$ cat config.mk
export PLATFORM = sky130hd
export DESIGN_NAME = square16_serial
export DESIGN_NICKNAME = d
export VERILOG_FILES = /design/src/rtl/square16_serial_pkg.sv /design/src/rtl/square16_serial.sv
export SDC_FILE = /design/constraint.sdc
export NUM_CORES = 1
export LEC_CHECK = 0
export ABC_AREA = 1
export CORE_MARGIN = 2
export CORE_UTILIZATION = 55
export CTS_CLUSTER_SIZE = 24
export DETAILED_ROUTE_END_ITERATION = 8
export PLACE_DENSITY_LB_ADDON = 0.1
export RECOVER_POWER = 100
export SLEW_MARGIN = 20
export SYNTH_ARGS = -nofsm -noshare
export SYNTH_HDL_FRONTEND = slang
export SYNTH_SLANG_ARGS = --single-unit
$ cat constraint.sdc
create_clock -name clk -period 5.6 [get_ports clk]
set_input_delay 1.12 -clock clk [delete_from_list [all_inputs] [get_ports clk]]
set_output_delay 1.12 -clock clk [all_outputs]
set_load 0.02 [all_outputs]
$ cat src/rtl/square16_serial_pkg.sv
`default_nettype none
// ============================================================================
// square16_serial_pkg
// Q6.10 widths and FSM state encodings for square16_serial.
// Revision: 1.0
// ============================================================================
package square16_serial_pkg;

    localparam int c_DATA_W = 16;
    localparam int c_FRAC_W = 10;

    localparam logic [1:0] c_S_IDLE  = 2'd0;
    localparam logic [1:0] c_S_MUL   = 2'd1;
    localparam logic [1:0] c_S_SCALE = 2'd2;
    localparam logic [1:0] c_S_DONE  = 2'd3;

endpackage
`default_nettype wire

$ cat src/rtl/square16_serial.sv
`default_nettype none
// ============================================================================
// square16_serial
// Serial shift-add square of a signed Q6.10 value, saturating to 0x7FFF.
// Build option: SQUARE16_ROUND_EN selects round-half-up instead of truncation.
// Revision: 1.0
// ============================================================================
module square16_serial
    import square16_serial_pkg::*;
#(
    parameter int DATA_W = c_DATA_W,
    parameter int FRAC_W = c_FRAC_W
) (
    input  logic              clk,
    input  logic              rst,
    input  logic              in_valid,
    output logic              in_ready,
    input  logic [DATA_W-1:0] x,
    output logic              out_valid,
    input  logic              out_ready,
    output logic [DATA_W-1:0] y,
    output logic              ovf,
    output logic              busy
);

    localparam int                  c_ACC_W    = 2 * DATA_W;
    localparam int                  c_CNT_W    = $clog2(DATA_W);
    localparam logic [c_CNT_W-1:0]  c_CNT_LAST = c_CNT_W'(DATA_W - 1);
    localparam logic [DATA_W-1:0]   c_Q_MAX    = {1'b0, {(DATA_W-1){1'b1}}};

    logic [1:0]         r_state;
    logic [c_ACC_W-1:0] r_acc;
    logic [DATA_W-1:0]  r_mcand;
    logic [DATA_W-1:0]  r_mplr;
    logic [c_CNT_W-1:0] r_cnt;
    logic [DATA_W-1:0]  r_y;
    logic               r_ovf;
    logic               r_out_valid;

    logic [DATA_W-1:0]  w_mag;
    logic [c_ACC_W-1:0] w_pp;
    logic [c_ACC_W-1:0] w_scaled;
    logic [DATA_W-1:0]  w_r;
    logic               w_ovf;
    logic [FRAC_W-1:0]  w_unused_frac;

    // Most negative input wraps to 0x8000, which is its true magnitude as unsigned.
    assign w_mag = x[DATA_W-1] ? (~x + 1'b1) : x;
    assign w_pp  = {{DATA_W{1'b0}}, r_mcand} << r_cnt;

`ifdef SQUARE16_ROUND_EN
    localparam logic [c_ACC_W-1:0] c_HALF = c_ACC_W'(1) << (FRAC_W - 1);
    assign w_scaled = r_acc + c_HALF;
`else
    assign w_scaled = r_acc;
`endif

    // Any set bit at or above the result sign position cannot be represented.
    assign w_ovf         = |w_scaled[c_ACC_W-1:DATA_W+FRAC_W-1];
    assign w_r           = w_scaled[DATA_W+FRAC_W-1:FRAC_W];
    assign w_unused_frac = w_scaled[FRAC_W-1:0];

    always_ff @(posedge clk or negedge rst) begin
        if (!rst) begin
            r_state     <= c_S_IDLE;
            r_acc       <= '0;
            r_mcand     <= '0;
            r_mplr      <= '0;
            r_cnt       <= '0;
            r_y         <= '0;
            r_ovf       <= 1'b0;
            r_out_valid <= 1'b0;
        end else begin
            case (r_state)
                c_S_IDLE: begin
                    if (in_valid) begin
                        r_mcand <= w_mag;
                        r_mplr  <= w_mag;
                        r_acc   <= '0;
                        r_cnt   <= '0;
                        r_state <= c_S_MUL;
                    end
                end
                c_S_MUL: begin
                    if (r_mplr[r_cnt]) begin
                        r_acc <= r_acc + w_pp;
                    end
                    r_cnt <= r_cnt + 1'b1;
                    if (r_cnt == c_CNT_LAST) begin
                        r_state <= c_S_SCALE;
                    end
                end
                c_S_SCALE: begin
                    r_y         <= w_ovf ? c_Q_MAX : w_r;
                    r_ovf       <= w_ovf;
                    r_out_valid <= 1'b1;
                    r_state     <= c_S_DONE;
                end
                c_S_DONE: begin
                    if (out_ready) begin
                        r_out_valid <= 1'b0;
                        r_state     <= c_S_IDLE;
                    end
                end
                default: begin
                    r_state <= c_S_IDLE;
                end
            endcase
        end
    end

    assign in_ready  = (r_state == c_S_IDLE) && rst;
    assign busy      = (r_state != c_S_IDLE);
    assign out_valid = r_out_valid;
    assign y         = r_y;
    assign ovf       = r_ovf;

endmodule
`default_nettype wire

==> results.md <==
- Die area: about 12000 µm²
- Final setup fails: 0
- Fin. Hold Viols: 0
- Starting Density: a little under three fifths
- Clk root buf: clkbuf_8
- Most frequent cells after synthesis: nand2_1, inv_1, nor2_1, o21ai_0, dfrtp_1
- Sum Neg Setup Slack: 0 ps
- Critical path endpoint category: register
- Final ANT Viol Nets: 0
- Num CTS Buffers: 9
- Clock latency on the worst-skew pair: between 300 and 400 ps
- Crit start category: register
- Run status: finished clean
- Area share of the largest cell type after synthesis: between 20% and 30%
- Cts repair resizes: 0
- Synthesis warning total: 0
- TritonCTS clock tree: done
- Hold Crit Class: register to register
- Leak: 0.00357 µW
- Detailed Route WL: 16500 µm
- Port bufs: 39
- Critical-path cell list: inv_1 -> nand2_1 -> nand2_1 -> o21ai_0 -> nand2_1 -> o21ai_0 -> o21ai_0 -> ha_1 -> nand2_1 -> nor2_1 -> inv_1 -> nor3_1 -> nand2_1 -> nand2_1 -> nand2_1 -> nand2_1 -> nand2_1 -> nand3_1 -> nand2_1
- Critical-path cell with the highest stage delay: dfrtp_1
- GR Overflow Total: 0
- CORE AREA: between 10000 and 15000 µm²
- Synth Flop Type: dfrtp_1
- Crit path arrival time: 4190 ps
- Post-Synth Adder-Cell Area: under 10%
- GPL Wtd Cong: 0.944
- Die width: around 110 µm
- Flops & latches, synth: between 70 and 80
- Final setup margin: around 1700 ps
- VDD IR-drop max: around 0.26 mV
- Initial antenna violation count: 0
- Distinct cell type count after synthesis: 36
- First-pass GRT wire length: approximately 28000 µm
- Largest family of logic cells by synthesized area: simple AND/OR/NAND/NOR gates
- Total I/O pin count: 40
- Synth top area cells: dfrtp_1, nand2_1, ha_1, o21ai_0, inv_1
- Max incr delay on CP: 810 ps
- Synth Net Count: between 1k and 1.5k
- H-tree Lvls: 3
- Synth Area in Compound Gates: 15.1%
- CP most frequent cell: nand2_1
- FFs w/ async S/R, synth: 100%
- Row Count: 38
- Sequential fraction of the synthesis area: between 20 and 30%
- Clock Path Buffers: 2
- Via/cell ratio: about 5.4
- Hpwl dp: 12700 µm
- Multiplexer share of the synthesized area: less than 1%
- Layout fillers: around 1.1k
- Die Ht: approximately 110 µm
- Most frequent cell after synthesis: nand2_1
- Worst Tran Pin Value: 1230 ps
- Layout cells sized above 1: around 4.0%
- Post-Synth XOR/XNOR Area: under 10%
- Initial drt markers: approximately 400
- Final net count: approximately 1.1k
- Post-synth EDFFs: 0
- Cell area power density: between 500 and 600 nW/µm²
- Final worst path period share: between 70 and 80%
- Number of diodes: 0
- Vias: ~6.2k
- Slew Viols, Final: 0
- GRT Resource Usage Total: about 30%
- Leading area contributor after synthesis: dfrtp_1
- Kind of critical path: register to register
- Fmax: 254 MHz
- Worst EP required: 5860 ps
- Avg WL per Cell: 14.5 µm
- CP Max Fanout: 22
- Vias in the first global route: roughly 5.7k
- Layout Skew: between 10 and 15 ps
- Post-Synth Simple-Gate Area: between 30% and 40%
- First-pass DRT Iterations: 6
- Clk sinks: between 70 and 80
- Relative slew slack: about 18%
- Largest net degree at the start of global routing: 73
- Post-Syn Area per Cell: 6.34 µm²
- DR DRC count: 0
- Clock Pin Slew Worst Setup and Hold Paths: 80 ps
- Post-CTS Setup Inserts: 0
- Total of max-cap violations: 0
- Post-Synthesis Cells: slightly below 1k
- Layout area overhead: 10.7%
- Mapped cell area: around 6000 µm²
- RSZ-0062 raised after global routing: false
- Tmin final: about 3900 ps
- Place WS: approximately 1800 ps
- Cts hold-fix bufs: 0
## cells by family (layout without fill, tap and decap cells)
family	count (synthesis)	count (layout)
xor+xnor	21	21
simple gates	535	535
compound gates	169	169
flops	72	72
fa+ha+maj	38	38
mux	1	1
buf+inv	134	163
## layer usage
metal | part of all wire (%) | global-route usage, %
met1 | 47 | 41.1
met2 | 45 | 48.1
met3 | 5.5 | 4.56
met4 | 2.8 | 9.49
met5 | 0 | 0
## worst max-delay path: cells and delay by family, from the launching register on
family          cells  cell delay, ps
compound gates      3             580
fa+ha+maj           1             390
flops               1             810
buf+inv             2             530
simple gates       13            1510
## state kept, by name, indices dropped and copies added, names as in the netlist
register   flops
r_acc         32
r_mplr        16
y             16
r_cnt          4
r_state        2
out_valid      1
ovf            1
## through the flow
step	hold WS, ps	total power (µW)	instances	utilization (%)	instance area [µm²]
2_1_floorplan	448	2560	970	-	6150
3_3_place_gp	463	3090	1123	60.4	6580
3_5_place_dp	465	3110	1123	60.4	6580
4_1_cts	485	3660	1139	62.8	6830
5_1_grt	496	3980	1139	62.5	6800
6_report	473	3620	1139	62.5	6800
## layout by cell type (no fill, tap or decap), types with 4 or more instances in the layout
cell type	count
a31oi_1	6
nand2_1	336
clkdlybuf4s50_1	15
xnor2_1	16
nand4_1	4
o21bai_1	8
ha_1	37
nor3_1	12
inv_1	100
xor2_1	5
nand3b_1	6
o21ai_0	99
nand2_2	6
nor2_1	96
clkbuf_8	11
dfrtp_1	72
a21oi_1	47
or2_2	7
dlygate4sd3_1	23
nand3_1	62
## worst paths after layout
path | from | end | slack (ps) | depth (start not counted)
worst min-delay path | y[4] | y[4] | 470 | 2
min in group asynchronous | rst | r_mplr[3] | 990 | 2
worst max-delay path | r_cnt[0] | r_acc[29] | 1660 | 19
worst max register to register | r_cnt[0] | r_acc[29] | 1660 | 19
max in group asynchronous | rst | y[12] | 4020 | 2
worst min register to register | y[4] | y[4] | 470 | 2
## final cells by class
type                       count  area, µm²  share of cell area (%)
timing repair buffer          41        399                    5.87
tap                          140        175                    2.57
sequential                    72       1800                    26.5
clock buffer                  11        151                    2.23
inverter                     106        403                    5.92
clock inverter                 5        103                    1.51
multi-input combinational    764       3770                    55.4
## power breakdown
part,switching (µW),internal [µW],total (µW)
Combinational,1430,750,2180
Clock,209,319,529
Sequential,211,699,910
Total,1850,1770,3620
Power figures use the tool's default switching activity.
